<file path="src/rtl/seg7_pkg.sv">
// rtl/seg7_pkg.sv - segment codes, converter states and helpers for seg7_scan_display
package seg7_pkg;

    localparam logic [6:0] SEG_BLANK = 7'h7F;
    localparam logic [6:0] SEG_DASH  = 7'b1111110;

    typedef enum logic [1:0] {
        CONV_IDLE,
        CONV_SHIFT,
        CONV_DONE
    } conv_state_t;

    function automatic logic [6:0] seg_decode(input logic [3:0] nibble);
        case (nibble)
            4'd0:    return 7'b0000001;
            4'd1:    return 7'b1001111;
            4'd2:    return 7'b0010010;
            4'd3:    return 7'b0000110;
            4'd4:    return 7'b1001100;
            4'd5:    return 7'b0100100;
            4'd6:    return 7'b0100000;
            4'd7:    return 7'b0001111;
            4'd8:    return 7'b0000000;
            4'd9:    return 7'b0000100;
            default: return SEG_BLANK;
        endcase
    endfunction

    function automatic longint unsigned pow10(input int n);
        longint unsigned p;
        p = 1;
        for (int i = 0; i < n; i++) p = p * 10;
        return p;
    endfunction

endpackage

</file>
<file path="src/rtl/bin2bcd_seq.sv">
// rtl/bin2bcd_seq.sv - sequential double-dabble converter, one input bit per clock
module bin2bcd_seq
    import seg7_pkg::*;
#(
    parameter int BIN_W  = 13,
    parameter int DIGITS = 4
) (
    input  logic                  clk,
    input  logic                  rst,
    input  logic                  load,
    input  logic [BIN_W-1:0]      num,
    output logic                  busy,
    output logic                  done,
    output logic [4*DIGITS-1:0]   bcd,
    output logic                  overflow
);

    localparam int BCD_W = 4 * DIGITS;
    localparam int CNT_W = $clog2(BIN_W + 1);
    localparam longint unsigned LIMIT = pow10(DIGITS);
    // When every BIN_W-bit value fits in DIGITS decimals the comparator folds away.
    localparam bit OVF_POSSIBLE = (BIN_W >= 64) || (LIMIT < (64'd1 << BIN_W));
    localparam logic [BIN_W-1:0] LIMIT_W = OVF_POSSIBLE ? BIN_W'(LIMIT) : '0;

    conv_state_t      state;
    logic [BIN_W-1:0] shreg;
    logic [BCD_W-1:0] acc;
    logic [BCD_W-1:0] acc_adj;
    logic [CNT_W-1:0] bit_cnt;
    logic             ovf_pending;

    assign busy = (state != CONV_IDLE);

    always_comb begin
        acc_adj = acc;
        for (int d = 0; d < DIGITS; d++) begin
            if (acc[4*d +: 4] >= 4'd5) acc_adj[4*d +: 4] = acc[4*d +: 4] + 4'd3;
        end
    end

    always_ff @(posedge clk) begin
        if (rst) begin
            state       <= CONV_IDLE;
            shreg       <= '0;
            acc         <= '0;
            bit_cnt     <= '0;
            ovf_pending <= 1'b0;
            done        <= 1'b0;
            bcd         <= '0;
            overflow    <= 1'b0;
        end else begin
            done <= 1'b0;
            case (state)
                CONV_IDLE: begin
                    if (load) begin
                        shreg       <= num;
                        acc         <= '0;
                        bit_cnt     <= '0;
                        ovf_pending <= OVF_POSSIBLE && (num >= LIMIT_W);
                        state       <= CONV_SHIFT;
                    end
                end
                CONV_SHIFT: begin
                    // Carries out of the top nibble are dropped; ovf_pending covers them.
                    acc     <= {acc_adj[BCD_W-2:0], shreg[BIN_W-1]};
                    shreg   <= shreg << 1;
                    bit_cnt <= bit_cnt + CNT_W'(1);
                    if (bit_cnt == CNT_W'(BIN_W - 1)) state <= CONV_DONE;
                end
                CONV_DONE: begin
                    bcd      <= acc;
                    overflow <= ovf_pending;
                    done     <= 1'b1;
                    state    <= CONV_IDLE;
                end
                default: state <= CONV_IDLE;
            endcase
        end
    end

endmodule

</file>
<file path="src/rtl/seg7_scan_display.sv">
// rtl/seg7_scan_display.sv - multiplexed common-anode display driver with BCD conversion
module seg7_scan_display
    import seg7_pkg::*;
#(
    parameter int BIN_W     = 13,
    parameter int DIGITS    = 4,
    parameter int REFRESH_W = 18
) (
    input  logic              clk,
    input  logic              rst,
    input  logic              load,
    input  logic [BIN_W-1:0]  num,
    input  logic              blank_lz,
    output logic              busy,
    output logic              done,
    output logic              overflow,
    output logic [DIGITS-1:0] anode,
    output logic [6:0]        seg
);

    localparam int IDX_W = (DIGITS > 1) ? $clog2(DIGITS) : 1;

    logic [4*DIGITS-1:0]  disp;
    logic [REFRESH_W-1:0] refresh_cnt;
    logic [IDX_W-1:0]     digit_idx;
    logic [3:0]           cur_nibble;
    logic                 cur_lz;
    logic                 zero_above;
    logic [6:0]           seg_next;

    bin2bcd_seq #(
        .BIN_W  (BIN_W),
        .DIGITS (DIGITS)
    ) u_conv (
        .clk      (clk),
        .rst      (rst),
        .load     (load),
        .num      (num),
        .busy     (busy),
        .done     (done),
        .bcd      (disp),
        .overflow (overflow)
    );

    // Walk from the top digit down so zero_above means "this digit and all above are zero".
    always_comb begin
        zero_above = 1'b1;
        cur_nibble = '0;
        cur_lz     = 1'b0;
        for (int k = DIGITS - 1; k >= 0; k--) begin
            zero_above = zero_above && (disp[4*k +: 4] == 4'd0);
            if (digit_idx == IDX_W'(k)) begin
                cur_nibble = disp[4*k +: 4];
                cur_lz     = zero_above && (k != 0);
            end
        end
        if (overflow)                seg_next = SEG_DASH;
        else if (blank_lz && cur_lz) seg_next = SEG_BLANK;
        else                         seg_next = seg_decode(cur_nibble);
    end

    always_ff @(posedge clk) begin
        if (rst) begin
            refresh_cnt <= '0;
            digit_idx   <= '0;
            anode       <= '1;
            seg         <= SEG_BLANK;
        end else begin
            refresh_cnt <= refresh_cnt + REFRESH_W'(1);
            if (refresh_cnt == '1) begin
                digit_idx <= (digit_idx == IDX_W'(DIGITS - 1)) ? '0 : digit_idx + IDX_W'(1);
            end
            anode <= ~(DIGITS'(1) << digit_idx);
            seg   <= seg_next;
        end
    end

endmodule
</file>
<file path="config.mk">
export PLATFORM = sky130hd
export DESIGN_NAME = seg7_scan_display
export DESIGN_NICKNAME = d
export VERILOG_FILES = /design/src/rtl/seg7_pkg.sv /design/src/rtl/bin2bcd_seq.sv /design/src/rtl/seg7_scan_display.sv
export SDC_FILE = /design/constraint.sdc
export NUM_CORES = 1
export LEC_CHECK = 0
export ABC_AREA = 1
export CORE_UTILIZATION = 52
export DETAILED_ROUTE_END_ITERATION = 8
export PLACE_DENSITY = 0.77
export REMOVE_ABC_BUFFERS = 1
export SYNTH_ARGS = -nofsm -noshare
export SYNTH_HDL_FRONTEND = slang
export SYNTH_SLANG_ARGS = --single-unit
</file>
<file path="constraint.sdc">
create_clock -name clk -period 1.8 [get_ports clk]
set_input_delay 0.36 -clock clk [delete_from_list [all_inputs] [get_ports clk]]
set_output_delay 0.36 -clock clk [all_outputs]
set_load 0.005 [all_outputs]
</file>
==> results.toml, run 1 <==
[synthesis]
yosysMostFrequentCell = "nand2_1"
yosys-top-cells-area = "dfxtp_1, nand2_1, a21oi_1"
yosys_warnings = 0
muxShareOfSynthArea_pct = 0
synth_top_cell_by_area = "dfxtp_1"
ys_top_cells_by_count = "nand2_1, dfxtp_1, nor2_1"
synth_area_um2 = 3970
yosysSeqAreaShare_pct = 41.9
synth_top_family_by_area = "simple AND/OR/NAND/NOR gates"
synth_xor_area_share_pct = 1.10
ys.flop_type = "dfxtp_1"
syn_inst = 554
syn_avg_cell_area_um2 = 7.16
synth_edf_count = 0
synthAdderAreaFrac_pct = 6.62
synth.top_cell.area_share_pct = 41.9
synthArstFlopShare_pct = 0
ys_types = 31
synth_compound_area_share_pct = 14.4
ys_seq_elements = 83
synthSimpleGateAreaFrac_pct = 27.2

[global_route]
grt_usage_pct = 22.8
antenna_found_initial = 0
grt_max_degree = 33
grt-ovfl-total = 0
grt_pass1_wl_um = 14100
grt_pass1_vias = 3246

[pwr]
p_clk_share_pct = 42.8
power_leakage_uw = 0.00197
switching_share_pct = 21.3
switching_power_uw = 798
p_seq_share_pct = 50.6
power.internal_uw = 2940
power_density_nw_per_um2 = 776
ir_worst_vdd_mv = 0.522
p_comb_share_pct = 6.6

[routing]
drtPass1Iterations = 4
route.detailed.drc = 0
wirelength_um = 8130
routed_via_density = 5.10
post_drt_wl_per_cell_um = 11.6
num_vias = 3570
first_iter_violations = 166
ant_nets = 0

[sta]
min_period_ps = 1750
finalHoldViolations = 0
fmax_ghz = 0.572
fin_ws_ps = 52.2
maxSlewViolCount = 0
setup_violations = 0
whs_ps = 463
fin_crit_sh_pct = 97.1
fin_skew_ps = 9.92

[die]
coreArea_um2 = 7330
initial_core_util_pct = 54.1
die_y_um = 89.4
dieArea_um2 = 7980
io_pins = 31
die_w_um = 89.4
rows = 31

[worst_setup_path]
crit_chain = "inv_4, ha_4, a21oi_2, nand3_1, nand2_2, inv_2, ha_1, nand3b_1, nand3_1, nand2_1"
startpoint_type = "register"
reg2regPathDepth = 10
end_kind = "register"
r2r_start = "digit_idx[1]"
path_common_cell = "nand3_1"
critPathMaxStageDelay_ps = 400
worstPathMaxFanout = 6
r2r_setup_slack_ps = 50
reg2reg_to = "seg[1]"
cp.arrival_ps = 2000
required_ps = 2050
cp_slowest_cell = "dfxtp_4"
critPathKind = "register to register"

[placement]
dpl_cell_area_um2 = 4460
dpl.hpwl_um = 5630
io_buffers = 29
place_ws_ps = -85.3
place_congestion = 0.847

[clocking]
clockBufferDepth = 2
cts.sinks = 83
clk_pin_slew_ps = 80
worstSkewPairLatency_ps = 360
numCtsBuffers = 9
cts_root_buffer = "clkbuf_8"
cts_tree = "yes"
htreeDepth = 3

[hold_path]
min_path_cells = 2
holdPathEnd = "refresh_cnt[14]"
min_path_type = "register to register"
min_from = "refresh_cnt[14]"

[final_layout]
nets = 635
postLayoutCellArea_um2 = 4820
areaGrowthSynthToFinish_pct = 21.5
post-route-util_pct = 65.8
drive_gt1_share_pct = 12.0
diodes = 0

[outcome]
status = "finished clean"

[run]
max_cap_violations = 0
-- registers in the layout (all words and copies together), names as in the netlist, 2 cells and up --
name,cells
u_conv.bcd,16
u_conv.bit_cnt,4
refresh_cnt,18
u_conv.shreg,13
seg,7
digit_idx,2
u_conv.state,2
u_conv.acc,16
anode,4
-- cell type report --
cell class                      count  area, µm²
Fill cell                         625       2510
Multi-Input combinational cell    388       2040
Sequential cell                    83       1670
Timing Repair Buffer               51        497
Inverter                           64        248
Clock buffer                       11        141
Tap cell                           99        124
Clock inverter                      4       98.8
-- metal layers --
metal | GRT usage, % | vias to the layer above | part of all wire [%]
li1 | - | 1862 | -
met1 | 26.6 | 1622 | 45
met2 | 40.0 | 69 | 49
met3 | 5.54 | 17 | 3.8
met4 | 9.52 | 0 | 2.1
met5 | 0 | - | 0
-- worst max-delay path: cells and delay by family (launching register included) --
kind | cells | cell delay [ps]
AOI/OAI and AO/OA | 1 | 150
buffers and inverters | 2 | 110
adders and majority gates | 2 | 380
and+or+nand+nor | 5 | 600
DFF | 1 | 400
-- cell families after synthesis --
group,count (synthesis)
xor+xnor,5
simple gates,256
flops,83
compound gates,105
buf+inv,83
fa+ha+maj,21
other cells,1
-- per-stage QoR --
| stage | total power [µW] | TNS, ps | instances |
|---|---|---|---|
| after CTS | 3790 | -43.8 | 698 |
| after floorplan | 2040 | -46.9 | 535 |
| after detailed placement | 2190 | -222 | 683 |
| after global routing | 3890 | -289 | 700 |
| final | 3740 | 0 | 700 |
| after global placement | 2180 | 0 | 683 |
-- power groups by stage --
stage,clock network (µW),logic [µW],registers [µW]
2_1_floorplan,0,107,1940
4_1_cts,1640,249,1900
3_3_place_gp,0,243,1940
6_report,1600,245,1890
3_5_place_dp,0,247,1940
5_1_grt,1710,275,1900
-- worst max path at each step --
stage                     depth (start not counted)          from      to
after global routing                             10  digit_idx[1]  seg[3]
after global placement                           10  digit_idx[1]  seg[3]
final                                            10  digit_idx[1]  seg[1]
after floorplan                                  10  digit_idx[0]  seg[3]
after CTS                                        10  digit_idx[1]  seg[3]
after detailed placement                         10  digit_idx[1]  seg[3]
-- layout by cell type (no fill, tap or decap), drive strengths merged, types with 11 or more instances in the layout --
cell type,count
a21oi,53
buf,22
clkbuf,11
clkdlybuf4s50,29
dfxtp,83
ha,21
inv,64
nand2,139
nand3,34
nor2,70
o21ai,33
-- repair_timing --
item	in CTS	in global routing
setup endpoints to repair	5	8
setup buffers	0	2
pin swaps	0	8
hold buffers	0	0
gates resized for setup	3	26
Power figures use the tool's default switching activity.
==> inputs of run 2 (changes only) <==
CORE_MARGIN = 3   (was not set)
==> run 2 against run 1 <==
Non-clock buffer count grew 2. Clock skew shrank 4.2 ps. Via count grew 1.1%. Combinational power is essentially flat. Critical path depth grew 1. Global-route usage shrank 2.9 points. Largest power group unchanged.
==> results.toml, run 2 (synthesis gave the netlist of run 1 again) <==
[die]
initial_core_util_pct = 54.1
coreArea_um2 = 7330
dieArea_um2 = 8710
die_w_um = 93.4
die_y_um = 93.4
rows = 31
io_pins = 31

[sta]
fmax_ghz = 0.568
fin_ws_ps = 39.4
timing.setup.tns_ps = 0
min_period_ps = 1760
setup_violations = 0
rsz0062_at_grt = "true"
fin_crit_sh_pct = 97.8
maxSlewViolCount = 0
finalHoldViolations = 0
fin_skew_ps = 5.73

[worst_setup_path]
path_common_cell = "nand3_2"
cp.arrival_ps = 2010
reg2reg_to = "seg[6]"
reg2regPathDepth = 11
r2r_setup_slack_ps = 40
end_kind = "register"
crit_start = "digit_idx[0]"
crit_chain = "inv_4, ha_4, nor2_4, nand3_2, nand3_2, nand2_4, buf_6, ha_1, nand3b_1, nand3_1, nand2_1"
worstPathMaxFanout = 4
critical_path.top_delay_family = "simple AND/OR/NAND/NOR gates"
critPathKind = "register to register"
path_buf_inv = 2
critPathMaxStageDelay_ps = 390
cp_slowest_cell = "dfxtp_4"
startpoint_type = "register"
r2r_start = "digit_idx[0]"
crit_cells = 11
required_ps = 2040

[routing]
route.detailed.drc = 0
first_iter_violations = 181
routed_via_density = 5.14
num_vias = 3610
drtPass1Iterations = 5
wirelength_um = 8320
post_drt_wl_per_cell_um = 11.8
ant_nets = 0

[clocking]
holdBufCountCts = 0
worstSkewPairLatency_ps = 350
numCtsBuffers = 9
cts_tree = "yes"
cts.sinks = 83
clk_pin_slew_ps = 80
cts_root_buffer = "clkbuf_8"
htreeDepth = 3
clockBufferDepth = 2

[placement]
io_buffers = 29
dpl.hpwl_um = 5670
place_congestion = 0.880
dp_cells = 685
place_ws_ps = -54.5

[final_layout]
instances_no_fill = 702
reg_top3 = "refresh_cnt x18, u_conv.acc x16, u_conv.bcd x16"
diodes = 0
final_common_cell = "nand2_1"
regMostFlops = "refresh_cnt"
largest_reg_flops = 18
nets = 637
areaGrowthSynthToFinish_pct = 21.3
layout_common_cells = "nand2_1, dfxtp_1, nor2_1"
drive_gt1_share_pct = 13.3
post-route-util_pct = 65.6

[global_route]
grt_max_degree = 37
grt_usage_pct = 19.9
grt_pass1_vias = 3367
antenna_found_initial = 0
grt-ovfl-total = 0
grt_pass1_wl_um = 14100

[hold_path]
min_path_type = "register to register"
min_from = "u_conv.acc[15]"
holdPathEnd = "u_conv.acc[15]"
min_path_cells = 2

[pwr]
power_leakage_uw = 0.00195
ir_worst_vdd_mv = 0.573
power_density_nw_per_um2 = 715

[run]
max_cap_violations = 0

[outcome]
status = "finished clean"
## run 2: cell types whose count changed in the layout (fill, tap and decap cells not counted), moves of 2 or more
cell / delta
buf_4: +2
bufinv_16: -2
nand3_1: -5
clkinvlp_4: +3
nand3_2: +4
## run 2: area by class of cell
class,count,area (µm²)
clock inverter,6,66.3
sequential,83,1670
tap,99,124
multi-input combinational,388,2080
fill,589,2520
timing repair buffer,53,503
clock buffer,9,124
inverter,64,245
## run 2: worst max-delay path by stage
stage,end,slack (ps)
CTS,seg[3],10
global placement,seg[3],50
global route,seg[6],-50
finish,seg[6],40
floorplan,seg[3],-50
detailed placement,seg[3],-50
## run 2: worst min-delay path: cells and delay by family, from the launching register on
kind             cells  cell delay (ps)
flip-flops           1              320
AO/OA/AOI/OAI        1               50
AND/OR/NAND/NOR      1               60
## run 2: power by group
group	switching, µW	leakage, µW	total [µW]	internal (µW)
clock network	670	0.0000877	1300	635
logic	127	0.00119	242	115
registers	23.0	0.000676	1890	1870
total	819	0.00195	3440	2620
## run 2: what timing repair did
action / in CTS / in global routing
pin swaps: 0 / 10
endpoints found under the setup margin: 4 / 8
buffers inserted: 0 / 2
hold endpoints to repair: 0 / 0
resized for setup: 12 / 24
## run 2: per-layer routing
layer  part of all wire, %  GRT usage, %  wire length (µm)  up-vias
li1                      -             -                 -     1869
met1                    44          22.9              3620     1634
met2                    49          34.8              4120       90
met3                   4.9          5.95               407       17
met4                   2.1          6.84               173        0
met5                     0             0                 0        -
## run 2: through the flow
step,hold WS [ps],power (µW),area (µm²)
finish,464,3440,4810
global route,499,3600,4810
CTS,465,3490,4700
detailed placement,452,2180,4470
global placement,447,2180,4470
floorplan,427,2040,3860
